File: src/rtl/riscv_hart_core_if.sv
// ============================================================================
// Module : riscv_hart_core_if
// Brief  : Instruction-fetch and data-memory bus of the RV32I hart.
// Rev    : 1.0
// ============================================================================
`default_nettype none

interface riscv_hart_core_if #(
    parameter int XLEN = 32,
    parameter int ALEN = 32
);
    logic [31:0]     instruction;
    logic [ALEN-1:0] pc;
    logic [XLEN-1:0] mem_read;
    logic [ALEN-1:0] mem_addr;
    logic [XLEN-1:0] mem_data;
    logic            mem_write;

    modport master (
        input  instruction,
        input  mem_read,
        output pc,
        output mem_addr,
        output mem_data,
        output mem_write
    );

    modport slave (
        output instruction,
        output mem_read,
        input  pc,
        input  mem_addr,
        input  mem_data,
        input  mem_write
    );
endinterface

`default_nettype wire

File: src/rtl/riscv_hart_core.sv
// ============================================================================
// Module : riscv_hart_core
// Brief  : Multi-cycle RV32I hart (FETCH / EXEC / LOAD_WB), 2 or 3 cycles/instr.
// Rev    : 1.0
// ============================================================================
`default_nettype none

module riscv_hart_core #(
    parameter int XLEN = 32,
    parameter int ALEN = 32
) (
    input  logic                  clk,
    input  logic                  rst,
    riscv_hart_core_if.master     bus
);
    typedef logic [31:0] instruction_t;
    typedef enum logic [1:0] {FETCH = 2'd0, EXEC = 2'd1, LOAD_WB = 2'd2} state_t;

    localparam logic [6:0] OPC_LUI    = 7'b0110111;
    localparam logic [6:0] OPC_AUIPC  = 7'b0010111;
    localparam logic [6:0] OPC_JAL    = 7'b1101111;
    localparam logic [6:0] OPC_JALR   = 7'b1100111;
    localparam logic [6:0] OPC_BRANCH = 7'b1100011;
    localparam logic [6:0] OPC_LOAD   = 7'b0000011;
    localparam logic [6:0] OPC_STORE  = 7'b0100011;
    localparam logic [6:0] OPC_OPIMM  = 7'b0010011;
    localparam logic [6:0] OPC_OP     = 7'b0110011;

    state_t          state_q, state_d;
    logic [ALEN-1:0] pc_q, pc_d;
    logic [XLEN-1:0] regs_q [32];
    logic [XLEN-1:0] regs_d [32];

    instruction_t    instr;
    logic [6:0]      opcode;
    logic [4:0]      rd, rs1, rs2;
    logic [2:0]      f3;
    logic [XLEN-1:0] imm_i, imm_s, imm_b, imm_u, imm_j;
    logic [XLEN-1:0] rs1_val, rs2_val, alu_b, alu_res, ea;
    logic [4:0]      shamt;
    logic            is_op, is_lw, is_sw, br_taken;
    logic [ALEN-1:0] pc_plus4, ea_a, jalr_target;
    logic            rf_we;
    logic [XLEN-1:0] rf_wdata;
    logic            mem_write_c;
    logic [ALEN-1:0] mem_addr_c;
    logic [XLEN-1:0] mem_data_c;

    assign instr  = bus.instruction;
    assign opcode = instr[6:0];
    assign rd     = instr[11:7];
    assign f3     = instr[14:12];
    assign rs1    = instr[19:15];
    assign rs2    = instr[24:20];

    assign imm_i = {{(XLEN-12){instr[31]}}, instr[31:20]};
    assign imm_s = {{(XLEN-12){instr[31]}}, instr[31:25], instr[11:7]};
    assign imm_b = {{(XLEN-13){instr[31]}}, instr[31], instr[7], instr[30:25], instr[11:8], 1'b0};
    assign imm_u = {{(XLEN-32){instr[31]}}, instr[31:12], 12'b0};
    assign imm_j = {{(XLEN-21){instr[31]}}, instr[31], instr[19:12], instr[20], instr[30:21], 1'b0};

    // x0 is never written, so its entry stays at the reset value of zero
    assign rs1_val = regs_q[rs1];
    assign rs2_val = regs_q[rs2];

    assign is_op  = (opcode == OPC_OP);
    assign is_lw  = (opcode == OPC_LOAD)  && (f3 == 3'b010);
    assign is_sw  = (opcode == OPC_STORE) && (f3 == 3'b010);
    assign alu_b  = is_op ? rs2_val : imm_i;
    assign shamt  = alu_b[4:0];

    assign ea          = rs1_val + ((opcode == OPC_STORE) ? imm_s : imm_i);
    assign ea_a        = ALEN'(ea);
    assign pc_plus4    = pc_q + ALEN'(4);
    assign jalr_target = ALEN'(rs1_val + imm_i) & ~ALEN'(1);

    always_comb begin
        alu_res = '0;
        case (f3)
            3'b000:  alu_res = (is_op && instr[30]) ? rs1_val - alu_b : rs1_val + alu_b;
            3'b001:  alu_res = rs1_val << shamt;
            3'b010:  alu_res = {{(XLEN-1){1'b0}}, $signed(rs1_val) < $signed(alu_b)};
            3'b011:  alu_res = {{(XLEN-1){1'b0}}, rs1_val < alu_b};
            3'b100:  alu_res = rs1_val ^ alu_b;
            3'b101:  alu_res = instr[30] ? XLEN'($signed(rs1_val) >>> shamt) : rs1_val >> shamt;
            3'b110:  alu_res = rs1_val | alu_b;
            default: alu_res = rs1_val & alu_b;
        endcase
    end

    always_comb begin
        br_taken = 1'b0;
        case (f3)
            3'b000:  br_taken = (rs1_val == rs2_val);
            3'b001:  br_taken = (rs1_val != rs2_val);
            3'b100:  br_taken = ($signed(rs1_val) <  $signed(rs2_val));
            3'b101:  br_taken = ($signed(rs1_val) >= $signed(rs2_val));
            3'b110:  br_taken = (rs1_val <  rs2_val);
            3'b111:  br_taken = (rs1_val >= rs2_val);
            default: br_taken = 1'b0;
        endcase
    end

    always_comb begin
        state_d     = state_q;
        pc_d        = pc_q;
        regs_d      = regs_q;
        rf_we       = 1'b0;
        rf_wdata    = '0;
        mem_write_c = 1'b0;
        mem_addr_c  = '0;
        mem_data_c  = '0;
        case (state_q)
            FETCH: state_d = EXEC;
            EXEC: begin
                state_d = FETCH;
                pc_d    = pc_plus4;
                case (opcode)
                    OPC_LUI:   begin rf_we = 1'b1; rf_wdata = imm_u; end
                    OPC_AUIPC: begin rf_we = 1'b1; rf_wdata = XLEN'(pc_q) + imm_u; end
                    OPC_JAL: begin
                        rf_we    = 1'b1;
                        rf_wdata = XLEN'(pc_plus4);
                        pc_d     = pc_q + ALEN'(imm_j);
                    end
                    OPC_JALR: begin
                        rf_we    = 1'b1;
                        rf_wdata = XLEN'(pc_plus4);
                        pc_d     = jalr_target;
                    end
                    OPC_BRANCH: if (br_taken) pc_d = pc_q + ALEN'(imm_b);
                    OPC_LOAD: if (is_lw) begin
                        state_d    = LOAD_WB;
                        pc_d       = pc_q;
                        mem_addr_c = ea_a;
                    end
                    OPC_STORE: if (is_sw) begin
                        mem_write_c = 1'b1;
                        mem_addr_c  = ea_a;
                        mem_data_c  = rs2_val;
                    end
                    OPC_OPIMM, OPC_OP: begin rf_we = 1'b1; rf_wdata = alu_res; end
                    default: ;
                endcase
            end
            LOAD_WB: begin
                // instruction is still the LW: pc has not moved since FETCH
                mem_addr_c = ea_a;
                rf_we      = 1'b1;
                rf_wdata   = bus.mem_read;
                pc_d       = pc_plus4;
                state_d    = FETCH;
            end
            default: state_d = FETCH;
        endcase
        if (rf_we && (rd != 5'd0)) regs_d[rd] = rf_wdata;
    end

    always_ff @(posedge clk or posedge rst) begin
        if (rst) begin
            state_q <= FETCH;
            pc_q    <= '0;
            regs_q  <= '{default: '0};
        end else begin
            state_q <= state_d;
            pc_q    <= pc_d;
            regs_q  <= regs_d;
        end
    end

    assign bus.pc        = pc_q;
    assign bus.mem_write = mem_write_c;
    assign bus.mem_addr  = mem_addr_c;
    assign bus.mem_data  = mem_data_c;
endmodule

`default_nettype wire

File: src/flat_wrapper.sv
// flat-port wrapper written by rule: the top's interface ports become plain ports
module riscv_hart_core_flat 
#(
    parameter int XLEN = 32,
    parameter int ALEN = 32
)
  (clk, rst, bus_instruction, bus_mem_read, bus_pc, bus_mem_addr, bus_mem_data, bus_mem_write);
  riscv_hart_core_if #(.XLEN(XLEN), .ALEN(ALEN)) bus_i ();
  input  logic clk;
  input  logic rst;
  input wire logic [$bits(bus_i.instruction)-1:0] bus_instruction;
  input wire logic [$bits(bus_i.mem_read)-1:0] bus_mem_read;
  output wire logic [$bits(bus_i.pc)-1:0] bus_pc;
  output wire logic [$bits(bus_i.mem_addr)-1:0] bus_mem_addr;
  output wire logic [$bits(bus_i.mem_data)-1:0] bus_mem_data;
  output wire logic [$bits(bus_i.mem_write)-1:0] bus_mem_write;
  assign bus_i.instruction = bus_instruction;
  assign bus_i.mem_read = bus_mem_read;
  assign bus_pc = bus_i.pc;
  assign bus_mem_addr = bus_i.mem_addr;
  assign bus_mem_data = bus_i.mem_data;
  assign bus_mem_write = bus_i.mem_write;
  riscv_hart_core #(.XLEN(XLEN), .ALEN(ALEN)) u_core (.clk(clk), .rst(rst), .bus(bus_i));
endmodule
File: config.mk
export PLATFORM = sky130hd
export DESIGN_NAME = riscv_hart_core_flat
export DESIGN_NICKNAME = d
export VERILOG_FILES = /design/src/rtl/riscv_hart_core_if.sv /design/src/rtl/riscv_hart_core.sv /design/src/flat_wrapper.sv
export SDC_FILE = /design/constraint.sdc
export NUM_CORES = 2
export LEC_CHECK = 0
export ABC_CLOCK_PERIOD_IN_PS = 38800
export CORE_UTILIZATION = 27
export DETAILED_ROUTE_END_ITERATION = 8
export PLACE_DENSITY = 0.48
export SETUP_SLACK_MARGIN = 0.15
export SLEW_MARGIN = 5
export SYNTH_ARGS = -nofsm -noshare
export SYNTH_HDL_FRONTEND = slang
export SYNTH_SLANG_ARGS = --single-unit
File: constraint.sdc
create_clock -name clk -period 38.8 [get_ports clk]
set_input_delay 9.7 -clock clk [delete_from_list [all_inputs] [get_ports clk]]
set_output_delay 9.7 -clock clk [all_outputs]
set_load 0.01 [all_outputs]
After elaboration in Yosys (flattened, before gate mapping):

Index checks and enable logic that the tools add are counted.

* input port bits: 66
* logic and storage cells: 131
* register bits after elaboration: 1058

* magnitude comparators: 10
* reduce and logical (&&, ||, !) cells: 13
* shift operators: 3
* mux-type cells: 36
* $add $sub $neg: 8
* bitwise logic cells: 6
* eq/ne operators: 21

Operators by type and width (count)
* $bwmux 1024: 1
* $mux 32: 15
* $bmux 32 s5: 2
* $pmux 32 s2: 4
* $pmux 32 s4: 2
* $pmux 32 s7: 1
* $add 32x32->32: 6
* $demux 32 s5: 1
* $lt 32x32->1: 4
* $ge 32x32->1: 2
* $add 32x3->32 const B: 1
* $and 32x32->32: 1
* $eq 32x32->1: 1
* $ne 32x32->1: 1
* $or 32x32->32: 1
* $shl 32x5->32: 1
* $shr 32x5->32: 1
* $sshr 32x5->32: 1
* $sub 32x32->32: 1
* $xor 32x32->32: 1
* $eq 7x6->1 const B: 3
* $eq 7x7->1 const B: 3
* $ge 6x6->1 const B: 3
* $not 5->6: 3
* 23 further kinds: 37

Longest topological paths before layout:

* depth in word-level cells: 11
* depth in mapped cells: 30
* depth with buffers taken out: 22

Least setup slack after synthesis:

No wires, ideal clock.

* path kind: input -> output
* from: in bus_instruction[16]
* to: out bus_mem_addr[20]
* stages: 25
* setup slack: 14.727 ns
* data arrival time: 14.373 ns
* cell sequence: buf_2 > buf_6 > buf_6 > buf_2 > buf_4 > buf_6 > mux4_2 > mux4_2 > mux2i_2 > inv_1 > ha_1 > fa_1 > a21oi_1 > nor2_1 > nor2_1 > o21bai_1 > a21oi_1 > nor2b_1 > o21ai_0 > nand2b_1 > a21oi_1 > inv_1 > a21oi_1 > xor2_1 > nor2_1

* longest elaborated chain between the ends: 8
* elaborated cells on any way between the ends: 9
* classes of those cells: 1 x add/sub; 7 x mux; 1 x bitwise

Ends and longest elaborated chain
* from (decl): line flat_wrapper.sv:11 `input wire logic [$bits(bus_i.instruction)-1:0] bus_instruction;`
* $not 5->6 (not written as such) (*): line riscv_hart_core.sv:63 `assign rs1_val = regs_q[rs1];`
* $bmux 32 s5 (*): line riscv_hart_core.sv:63
* $mux 32 (not written as such) (*) (2 in series): line riscv_hart_core.sv:63
* $add 32x32->32 (*): line riscv_hart_core.sv:72 `assign ea = rs1_val + ((opcode == OPC_STORE) ? imm_s : imm_i);`
* $mux 32 (on tied branches): line riscv_hart_core.sv:137, riscv_hart_core.sv:132
* $pmux 32 s2: line riscv_hart_core.sv:118 `case (opcode)`
* $pmux 32 s2 (*): line riscv_hart_core.sv:113 `case (state_q)`
* to (decl): line flat_wrapper.sv:14 `output wire logic [$bits(bus_i.mem_addr)-1:0] bus_mem_addr;`

Every way passes the cells marked *; elsewhere a longest branch is shown, timed or not. The select of a mux whose other input is x is not followed.

Worst setup path in the final report:

Same ends and word-level chain as after synthesis.

==> results.md <==
- Final setup skew: roughly 0.039 ns
- Cells along the critical path: buf_8 -> buf_4 -> buf_12 -> mux4_2 -> mux4_2 -> mux2i_2 -> inv_1 -> ha_1 -> fa_1 -> a21oi_1 -> nor2_1 -> nor2_1 -> o21bai_1 -> a21oi_1 -> nor2b_1 -> o21ai_0 -> nand2b_1 -> a21oi_1 -> inv_1 -> a21oi_1 -> xor2_1 -> nor2_1 -> clkdlybuf4s50_1
- DP HPWL: approximately 240 mm
- Cell taking the most area after synthesis: dfrtp_1
- Worst-Margin Slew: ~1.5 ns
- Clock root cell: clkbuf_16
- Async set-reset flop share out of synthesis: 1.00
- # resized after CTS: 0
- CP most frequent cell: a21oi_1
- Final Cell Area: 0.0826 mm^2
- Crit path launch type: input pin
- Largest net degree at the start of global routing: around 160
- H-Tree Depth: 4
- Via count: 63400
- Crit path max-delay family: buffers and inverters
- MaxCap Viol Count: 1
- CP endpoint kind: output port
- Clock power frac: 0.432
- Pleak: around 34 nW
- DR pass1 iterations: 7
- Status: finished with violations
- Vias per cell: between 5 and 6
- RSZ-0062 raised after global routing: no
- #FFs+latches synth: 1057
- Total setup buffers inserted after CTS: 0
- CORE AREA: 0.269 mm^2
- Post-route ant nets: 0
- GP Congestion: between 1 and 1.5
- Fin crit share: 0.689
- Layout Utilization: 0.308
- Initial Util: 0.272
- Clock sink total: 1057
- WHS: around 0.40 ns
- Syn Area/Cell: approximately 9.8 um^2
- Endpoints failing setup: 0
- Post-CTS Hold Buffers: 0
- Worst Path Max Fanout: 102
- Switching pwr: slightly below 0.9 mW
- Die Ht: ~520 um
- Drt wl/cell: 31.5 um
- Port bufs: ~160
- Max Freq: ~37 MHz
- First-pass GRT wire length: around 490 mm
- Num rows: 190
- Final hold viol count: 0
- Fin crit period: between 20 and 30 ns
- Reg clk slew, reported paths: 0.05 ns
- Pwr/cell area: about 35 mW/mm^2
- Largest cells by area after synthesis: dfrtp_1 (36%), mux4_2 (16%), nand2_1 (5.8%)
- Cell Area, Placed: 0.0783 mm^2
- # IOs: ~160
- Worst Hold Class: reg -> reg
- GRT overflow: 0
- Residual DRC count: 0
- Slew headroom: -0.0175
- Cts bufs inserted: between 100 and 150
- Net count, final: approximately 7600
- Share of layout cells above drive strength 1: 0.181
- DRT iter0 DRCs: between 7000 and 8000
- Pint: ~2.0 mW
- Worst path bufs/invs: 6
- Max VDD drop: between 0.03 and 0.04 mV
- Seq pwr share: 0.391
- Final Max Tran Viols: 3
- Layout overhead on the synthesized area: 13.0%
- Clock Latency Late Sink: between 0.8 and 0.9 ns
- Max Buffers Root-to-Sink: 3
- Final Total Pwr: between 2 and 3 mW
- Ys Warns: 0
- Routed WL: 346 mm
- Number of library cell types mapped by synthesis: around 110
- Vias in the first global route: roughly 62000
- Most used flip-flop cell after synthesis: dfrtp_1
- Die Area: approximately 0.27 mm^2
- Crit Path Category: in -> out
- Setup TNS: 0 ns
- Crit-path max cell delay: slightly below 0.8 ns
- Seq/Total Area, Yosys: 0.362
- Initial antenna violation count: 23
- Switching fraction of total power: 0.303
- Failing checks: max-capacitance violations, max-slew violations
- Share of the synthesized area in the top cell type: 0.362
- Die span in x: roughly 520 um
- GRT Util Overall: 0.251
- EDFF count, synth: 0
- CP Data Required Time: 29.10 ns
- Synthesized instance count: between 7000 and 8000
- CTS tree: done
- Slowest library cell on the worst path: buf_4
- Net Count, Synth: about 7800
- Part of the power in combinational logic: 0.177
- Mapped Area: around 0.073 mm^2
- Most common cell in the netlist: nand2_1
- Synth cell count leaders: nand2_1 (1134), dfrtp_1 (1057), nor2_1 (527)
- Crit path DAT: between 15 and 20 ns
-- power groups by stage --
stage	Clock, mW	Sequential, mW	Combinational (mW)
floorplan	0	1.15	0.333
global placement	0	1.16	0.506
detailed placement	0	1.17	0.507
CTS	1.29	1.15	0.509
global route	1.33	1.15	0.548
finish	1.27	1.15	0.518
-- cells in the final DEF, fill, tap and decap left out, types with 150 or more instances in the layout --
| master | synthesis | final |
|---|---|---|
| mux2_2 | 182 | 182 |
| clkdlybuf4s50_1 | 0 | 150 |
| o21ai_0 | 422 | 421 |
| mux4_2 | 511 | 511 |
| buf_4 | 23 | 217 |
| o21ai_1 | 415 | 412 |
| mux2i_1 | 343 | 334 |
| ha_1 | 228 | 228 |
| dfrtp_1 | 1057 | 1057 |
| nand2_1 | 1134 | 1103 |
| a21oi_1 | 518 | 508 |
| nor2_1 | 527 | 507 |
-- state kept, by name (all words and copies together), names as in the netlist --
signal          count
u_core.state_q      2
u_core.bus.pc      31
u_core.regs_q    1024
-- worst paths after layout --
| path | cells after the start | to | startpoint | slack (ns) |
|---|---|---|---|---|
| setup / recovery | 23 | bus_mem_addr[20] | bus_instruction[16] | 12.05 |
| hold / removal | 0 | u_core.regs_q[1008]$_DFFE_PP0P_ | u_core.regs_q[1008]$_DFFE_PP0P_ | 0.40 |
| setup reg to reg | 22 | u_core.regs_q[118]$_DFFE_PP0P_ | u_core.regs_q[897]$_DFFE_PP0P_ | 30.83 |
| hold reg to reg | 0 | u_core.regs_q[1008]$_DFFE_PP0P_ | u_core.regs_q[1008]$_DFFE_PP0P_ | 0.40 |
| max in group asynchronous | 8 | u_core.regs_q[769]$_DFFE_PP0P_ | rst | 24.21 |
| min in group asynchronous | 2 | u_core.regs_q[191]$_DFFE_PP0P_ | rst | 9.29 |
-- cell families after synthesis --
kind of cell | Yosys count | synth area share
compound gates | 2078 | 0.172
simple gates | 2077 | 0.120
flops | 1057 | 0.362
mux | 1047 | 0.235
buf+inv | 837 | 0.0508
fa+ha+maj | 233 | 0.0404
xor+xnor | 172 | 0.0206
other cells | 1 | 0.0000513
-- per-stage QoR --
step / setup WS (ns) / cells
after floorplan: 14.52 / 7502
after global placement: 12.11 / 10800
after detailed placement: 12.21 / 10800
after CTS: 12.19 / 11000
after global routing: 11.68 / 11000
final: 12.05 / 11000
-- layout make-up --
class / count / area (um^2)
Sequential cell: 1057 / 26500
Clock inverter: 50 / 672
Multi-Input combinational cell: 5608 / 43400
Antenna cell: 10 / 25.0
Inverter: 156 / 592
Clock buffer: 175 / 3680
Timing Repair Buffer: 380 / 3330
Tap cell: 3552 / 4440
Fill cell: 27900 / 186000
-- worst reg2reg max path: stages (launching register included) --
cell	delay, ns
dfrtp_1	0.37
mux2i_1	0.09
a22oi_1	0.27
a21oi_1	0.16
nor4_2	0.34
buf_4	0.34
a21o_2	0.72
inv_2	0.04
buf_4	0.34
ha_1	0.46
ha_1	0.33
nor3_1	0.16
o32ai_1	0.56
a31oi_1	0.34
o31ai_1	1.01
a211oi_1	0.30
nor2_1	0.44
mux2i_1	0.18
a41oi_1	0.29
a31oi_1	0.24
a21oi_4	0.16
buf_4	0.41
o21ai_0	0.26
-- metal layers --
metal  up-vias  global-route usage  wire length [um]
li1      27200                   -                 -
met1     32400               0.337            146000
met2      3057               0.371            148000
met3       719              0.0514             28200
met4        10               0.146             23000
met5         -                   0                61
Note: power is estimated with default switching activity, not from simulation.
